File: src/rtl/pipe_fd_register.sv
// Fetch-to-decode pipeline register with hold/bubble control, valid flag and saturating perf counters.
// One-cycle latency, registered outputs only; stall holds the stage contents even when a bubble is requested.
module pipe_fd_register #(
    parameter int DATA_W    = 64,
    parameter int CODE_W    = 4,
    parameter int REG_W     = 4,
    parameter int STAT_W    = 3,
    parameter int CNT_W     = 16,
    parameter int NOP_ICODE = 1,
    parameter int NONE_REG  = 15,
    parameter int STAT_AOK  = 1
) (
    input  logic              clock,
    input  logic              reset_n,
    input  logic              f_stall,
    input  logic              f_bubble,
    input  logic              clr_cnt,
    input  logic [CODE_W-1:0] f_icode,
    input  logic [CODE_W-1:0] f_ifun,
    input  logic [REG_W-1:0]  f_regA,
    input  logic [REG_W-1:0]  f_regB,
    input  logic [DATA_W-1:0] f_valC,
    input  logic [DATA_W-1:0] f_valP,
    input  logic [STAT_W-1:0] f_stat,
    output logic [CODE_W-1:0] d_icode,
    output logic [CODE_W-1:0] d_ifun,
    output logic [REG_W-1:0]  d_regA,
    output logic [REG_W-1:0]  d_regB,
    output logic [DATA_W-1:0] d_valC,
    output logic [DATA_W-1:0] d_valP,
    output logic [STAT_W-1:0] d_stat,
    output logic              d_valid,
    output logic [CNT_W-1:0]  stall_cnt,
    output logic [CNT_W-1:0]  bubble_cnt,
    output logic              conflict
);

    typedef struct packed {
        logic [CODE_W-1:0] icode;
        logic [CODE_W-1:0] ifun;
        logic [REG_W-1:0]  rega;
        logic [REG_W-1:0]  regb;
        logic [DATA_W-1:0] valc;
        logic [DATA_W-1:0] valp;
        logic [STAT_W-1:0] stat;
    } fd_t;

    localparam logic [CNT_W-1:0] CNT_MAX = '1;

    fd_t  w_nop;
    fd_t  w_fetch;
    fd_t  r_stage;
    logic r_valid;
    logic w_bubble_load;
    logic [CNT_W-1:0] r_stall_cnt;
    logic [CNT_W-1:0] r_bubble_cnt;
    logic r_conflict;

    assign w_nop = '{icode: CODE_W'(NOP_ICODE), ifun: '0,
                     rega: REG_W'(NONE_REG), regb: REG_W'(NONE_REG),
                     valc: '0, valp: '0, stat: STAT_W'(STAT_AOK)};
    assign w_fetch = '{icode: f_icode, ifun: f_ifun, rega: f_regA, regb: f_regB,
                       valc: f_valC, valp: f_valP, stat: f_stat};

    // A bubble only counts when it actually replaces the stage contents.
    assign w_bubble_load = f_bubble && !f_stall;

    always_ff @(posedge clock or negedge reset_n) begin
        if (!reset_n) begin
            r_stage <= w_nop;
            r_valid <= 1'b0;
        end else if (!f_stall) begin
            if (f_bubble) begin
                r_stage <= w_nop;
                r_valid <= 1'b0;
            end else begin
                r_stage <= w_fetch;
                r_valid <= 1'b1;
            end
        end
    end

    always_ff @(posedge clock or negedge reset_n) begin
        if (!reset_n) begin
            r_stall_cnt  <= '0;
            r_bubble_cnt <= '0;
            r_conflict   <= 1'b0;
        end else if (clr_cnt) begin
            r_stall_cnt  <= '0;
            r_bubble_cnt <= '0;
            r_conflict   <= 1'b0;
        end else begin
            if (f_stall && (r_stall_cnt != CNT_MAX))
                r_stall_cnt <= r_stall_cnt + 1'b1;
            if (w_bubble_load && (r_bubble_cnt != CNT_MAX))
                r_bubble_cnt <= r_bubble_cnt + 1'b1;
            if (f_stall && f_bubble)
                r_conflict <= 1'b1;
        end
    end

    assign d_icode    = r_stage.icode;
    assign d_ifun     = r_stage.ifun;
    assign d_regA     = r_stage.rega;
    assign d_regB     = r_stage.regb;
    assign d_valC     = r_stage.valc;
    assign d_valP     = r_stage.valp;
    assign d_stat     = r_stage.stat;
    assign d_valid    = r_valid;
    assign stall_cnt  = r_stall_cnt;
    assign bubble_cnt = r_bubble_cnt;
    assign conflict   = r_conflict;

endmodule

File: config.mk
export PLATFORM = sky130hd
export DESIGN_NAME = pipe_fd_register
export DESIGN_NICKNAME = d
export VERILOG_FILES = /design/src/rtl/pipe_fd_register.sv
export SDC_FILE = /design/constraint.sdc
export NUM_CORES = 1
export LEC_CHECK = 0
export CAP_MARGIN = 10
export CORE_MARGIN = 1
export CORE_UTILIZATION = 40
export DETAILED_ROUTE_END_ITERATION = 12
export HOLD_SLACK_MARGIN = 0.06
export PLACE_DENSITY = 0.78
export SETUP_SLACK_MARGIN = 0.1
export SYNTH_ARGS = -nofsm -noshare
export SYNTH_HDL_FRONTEND = slang
export SYNTH_SLANG_ARGS = --single-unit
File: constraint.sdc
create_clock -name clock -period 2.3 [get_ports clock]
set_clock_uncertainty 0.15 [all_clocks]
set_input_delay 0.46 -clock clock [delete_from_list [all_inputs] [get_ports clock]]
set_output_delay 0.46 -clock clock [all_outputs]
set_load 0.01 [all_outputs]
==> results_dict.tcl <==
set metrics [dict create \
    ys_types 39 \
    yosysSeqAreaShare 0.5681 \
    cp-start-kind "register" \
    area_growth_pct 53.24 \
    avgSynthCellArea_um2 9.518 \
    grt_pass1_vias 6631 \
    syn-num-nets 994 \
    arrival_ns 2.37 \
    die_height_um 143.4 \
    clock_latency_ns 0.42 \
    finalHoldViolations 0 \
    crit_path_end_kind "register" \
    tightest_slew_ns 0.7595 \
    wirelength_um 22290 \
    design_area_um2 12250 \
    peakVddDrop_mv 0.4865 \
    syn_inst 840 \
    drive_above_1_share 0.06615 \
    path_class "reg2reg" \
    wl_per_cell_um 15.60 \
    cts_tree "yes" \
    num_antenna_cells 0 \
    drt_drc_violations_left 0 \
    grt_max_degree 213 \
    n_fill_cell 1654 \
    dieWidth_um 143.4 \
    num_vias 6978 \
    worstPathMaxFanout 9 \
    outcome "completed" \
    post-cts-setup-buffers 0 \
    period_needed_ns 2.172 \
    synth_area_um2 7995 \
    clockBufferDepth 2 \
    rows 51 \
    cts_inserted_buffers 17 \
    rsz0062_at_grt "true" \
    clock_sinks 181 \
    start_util 0.4095 \
    final_nets 1305 \
    drtIter0Drc 337 \
    cts-root-buf "clkbuf_16" \
    yosys_warnings 0 \
    drt_pass1_iterations 5 \
    drv_cap 0 \
    drv_slew 0 \
    port_buffers 332 \
    io_pins 333 \
    tns_ns 0 \
    core_um2 19530 \
    grt.overflow.total 0 \
    clk_pin_slew_worst_paths_ns 0.07 \
    slew_headroom 0.4937 \
    gp_congestion 0.8429 \
    htree_levels 4 \
    yosys_register_bits 181 \
    die-area_um2 20560 \
    antenna_found_initial 0 \
    timing.fmax_mhz 460.5 \
    cellPowerDensity_nw_per_um2 640.8 \
    leakagePower_nw 5.049 \
    antenna_left 0 \
    setup_viol 0 \
    grt_pass1_wl_um 34540 \
    hold_path.class "in2reg" \
    routed_via_density 4.883 \
    required_ns 2.50 \
    grt.total_usage 0.2167 \
    fin_crit_sh 0.9442 \
    dp_hpwl_um 15610 \
    post_dp_cell_area_um2 11620 \
]
==> flip-flops by register name (all words and copies together), names as in the netlist <==
register	count
bubble_cnt	16
conflict	1
d_icode	4
d_ifun	4
d_regA	4
d_regB	4
d_stat	3
d_valC	64
d_valP	64
d_valid	1
stall_cnt	16
==> kinds of logic (layout without fill, tap and decap cells) <==
family / Yosys count / in the layout / share of synthesized area
flip-flops: 181 / 181 / 0.5681
buffers and inverters: 59 / 383 / 0.02770
AND/OR/NAND/NOR: 389 / 389 / 0.2531
AO/OA/AOI/OAI: 199 / 199 / 0.1343
multiplexers: 10 / 10 / 0.01377
adder cells (fa/ha/maj): 2 / 2 / 0.003129
==> cell usage after synthesis (all sizes together) <==
library cell / instances / area share
dfrtp: 171 / 0.54
nand2: 158 / 0.074
o21ai: 151 / 0.095
nand2b: 139 / 0.11
clkbuf: 56 / 0.026
nor2: 25 / 0.012
a21oi: 18 / 0.011
nor2b: 12 / 0.0094
dfstp: 10 / 0.033
nand3: 10 / 0.0078
o31ai: 9 / 0.0085
mux2: 8 / 0.011
nand4: 8 / 0.0081
nor3: 8 / 0.0050
or3: 7 / 0.0067
or4: 7 / 0.0066
a31oi: 6 / 0.0047
and3: 5 / 0.0039
nor4: 5 / 0.0058
a211oi: 4 / 0.0038
a311oi: 3 / 0.0033
and4: 3 / 0.0033
ha: 2 / 0.0031
inv: 2 / 0.00094
mux2i: 2 / 0.0025
o21bai: 2 / 0.0019
a21boi: 1 / 0.00094
a21o: 1 / 0.00094
a22o: 1 / 0.0011
a41oi: 1 / 0.0011
and2: 1 / 0.00078
buf: 1 / 0.00047
nand3b: 1 / 0.00094
o21ba: 1 / 0.0013
o31a: 1 / 0.0011
==> metrics by stage <==
step | utilization | hold WS [ns] | setup WS, ns | instances | total power [mW]
after floorplan | - | 0.01441 | 0.2096 | 840 | 3.990
after global placement | 0.5950 | 0.2592 | 0.1883 | 1396 | 4.848
after detailed placement | 0.5950 | 0.2623 | 0.1282 | 1396 | 4.870
after CTS | 0.6272 | 0.2749 | 0.1077 | 1429 | 7.964
after global routing | 0.6275 | 0.2941 | 0.06321 | 1429 | 8.219
final | 0.6275 | 0.2993 | 0.1284 | 1429 | 7.851
==> critical path, stage by stage, from the launching register on <==
cell and delay, ns:
dfrtp_1 0.44, ha_2 0.25, nand3_4 0.15, or3_4 0.45, or4_1 0.51, a21oi_1 0.15
==> what timing repair did <==
action | 4_1_cts | 5_1_grt
pin swaps | 0 | 0
endpoints found under the setup margin | 1 | 3
resized for setup | 1 | 2
endpoints found under the hold margin | 31 | 0
hold buffers | 1 | 0
==> metal layers <==
metal,up-vias,wire (um),track usage
met2,269,10540,0.3487
met5,-,0,0
met1,3236,8974,0.2634
met4,0,492,0.07895
met3,32,2281,0.08364
li1,3441,-,-
==> worst paths after layout <==
| path | from | endpoint | slack, ns | depth (start not counted) |
|---|---|---|---|---|
| max reg2reg | bubble_cnt[0] | bubble_cnt[10] | 0.13 | 5 |
| min reg2reg | d_valC[32] | d_valC[32] | 0.33 | 2 |
| max in group asynchronous | reset_n | d_regB[3] | 0.92 | 3 |
| min in group asynchronous | reset_n | d_valC[63] | 0.38 | 2 |
| min | f_stall | d_valC[48] | 0.30 | 3 |
| max | bubble_cnt[0] | bubble_cnt[10] | 0.13 | 5 |
==> where the power goes <==
| group | switching, mW | internal (mW) |
|---|---|---|
| sequential | 0.119 | 3.40 |
| combinational | 0.538 | 0.738 |
| clock | 1.37 | 1.69 |
==> layout by cell type (no fill, tap or decap), types with 4 or more instances in the layout <==
master,count
clkdlybuf4s50_1,328
dfrtp_1,171
nand2_1,158
o21ai_0,151
nand2b_1,139
nor2_1,24
a21oi_1,18
clkbuf_16,17
nor2b_1,12
buf_4,12
dfstp_2,10
nand3_1,9
o31ai_1,9
nor3_1,8
mux2_2,8
nand4_1,7
or4_1,7
a31oi_1,6
and3_1,5
or3_1,5
inv_6,5
buf_12,5
a211oi_1,4
nor4_1,4
==> final cells by class <==
type | instances | area, um2 | share of cell area
tap | 265 | 331.6 | 0.02706
inverter | 2 | 7.507 | 0.0006127
sequential | 181 | 4542 | 0.3707
clock inverter | 14 | 180.2 | 0.01471
timing repair buffer | 349 | 3515 | 0.2869
clock buffer | 18 | 439.2 | 0.03585
multi-input combinational | 600 | 3237 | 0.2642
(Power assumes the default switching activity.)
==> RTL change, RTL diff (same flow settings) <==
Set the parameter `REG_W` to 3 (it was 4).
--- a/src/rtl/pipe_fd_register.sv
+++ b/src/rtl/pipe_fd_register.sv
@@ -3,7 +3,7 @@
 module pipe_fd_register #(
     parameter int DATA_W    = 64,
     parameter int CODE_W    = 4,
-    parameter int REG_W     = 4,
+    parameter int REG_W     = 3,
     parameter int STAT_W    = 3,
     parameter int CNT_W     = 16,
     parameter int NOP_ICODE = 1,
Interface: changed (resized d_regA, d_regB, f_regA and f_regB); port bits go from 333 to 329. The function was not compared with the original's and may differ.
==> RTL change against the unedited design <==
- area after synthesis shrank 0.53%
- design area shrank 1.6%
- sequential cell count shrank 2
- clock power shrank 6.9%
- die area shrank 0.53%
- setup slack gained 51 ps
- first-iteration DRC count grew 9.2%
- register-to-register slack gained 110 ps
- maximum frequency grew 2.4%
- power shrank 3.6%
- sequential share of layout area grew 0.18 points
- routed wire length shrank 5.1%
- largest cell class unchanged
- largest power group unchanged
- highest routed layer unchanged
==> RTL change: results (changes against the unedited design) <==
metric,value,unit,change
status,finished clean,,unchanged
Via-to-Cell Ratio,4.80,,was 4.88
post-synthesis sequential area ratio,56.5,%,was 56.8%
IO buf count,328,,was 332
"CP delay by family, top",buffers and inverters,,was simple AND/OR/NAND/NOR gates
Clk power,2.84,mW,was 3.05 mW
overall routing resource usage,20.6,%,was 21.7%
Final Net Count,1290,,was 1305
Rel. slew slack,39.9,%,was 49.4%
Critical Path Fanout Max,2,,was 9
syn_nets,987,,was 994
"Distinct cells, synth",44,,was 39
Max VDD drop,0.000470,V,was 0.000487 V
1st-iter DRT viols,368,,was 337
Cells after Synth,835,,was 840
total routed wirelength,21100,um,was 22300 um
Final GP Congestion,0.802,,was 0.843
largest cells by area after synthesis,"dfrtp_1 54%, nand2b_1 11%, o21ai_0 9.4%, nand2_1 7.4%, dfstp_2 2.6%",,"was dfrtp_1 54%, nand2b_1 11%, o21ai_0 9.5%, nand2_1 7.4%, dfstp_2 3.3%"
area share of the largest cell type after synthesis,53.8,%,was 53.5%
largest net degree at the start of global routing,185,,was 213
Flop+latch power,3.48,mW,was 3.52 mW
global-route wire length before repair,32800,um,was 34500 um
via count,6796,,was 6978
fraction of layout cells with a size suffix above 1,6.08,%,was 6.62%
post-CTS sizing,0,,was 1
[RTL change: cell types whose count changed after synthesis, sizes merged, moves of 3 or more]
| cell | change |
|---|---|
| and3 | -3 |
| nor3 | -5 |
| buf | +12 |
| a21oi | +5 |
| clkbuf | -12 |
| a31oi | -5 |
| a311oi | -3 |
[RTL change: per-layer routing]
metal  vias to the layer above  share of wire, %  GRT usage (%)
met1                      3146                41           25.0
li1                       3397                 -              -
met3                        18                10           9.19
met5                         -                 0              0
met2                       235                47           32.6
met4                         0               1.3           6.40
[RTL change: what timing repair did]
action / CTS / global route
hold buffers: 1 / 0
hold endpoints to repair: 26 / 0
setup endpoints to repair: 0 / 0
[RTL change: per-stage QoR]
step                      power [mW]  worst slack [ps]
after floorplan                 3.95               382
after global placement          4.78               332
after detailed placement        4.80               267
after CTS                       7.68               149
after global routing            7.91               130
final                           7.57               179
[RTL change: final timing paths]
check                                   start              to  slack, ps  cells after the start
max in group asynchronous             reset_n      d_icode[0]       1000                      3
worst min-delay path                  f_stall    stall_cnt[2]        320                      3
worst max register to register  bubble_cnt[0]   bubble_cnt[3]        240                      6
min in group asynchronous             reset_n  bubble_cnt[14]        350                      2
worst max-delay path                d_stat[0]       d_stat[0]        180                      1
worst min register to register        d_valid         d_valid        330                      1
[RTL change: layout make-up]
cell class	count	area (um^2)
inverter	4	15.0
timing repair buffer	341	3430
clock inverter	14	131
sequential	179	4490
clock buffer	18	439
fill	1626	7410
multi-input combinational	595	3210
tap	265	332
[RTL change: cells by family (layout without fill, tap and decap cells)]
logic type / after synthesis / after routing / synth area share, %
buf+inv: 61 / 377 / 3.15
fa+ha+maj: 2 / 2 / 0.315
flops: 179 / 179 / 56.5
compound gates: 191 / 191 / 12.6
mux: 12 / 12 / 1.67
simple gates: 390 / 390 / 25.8
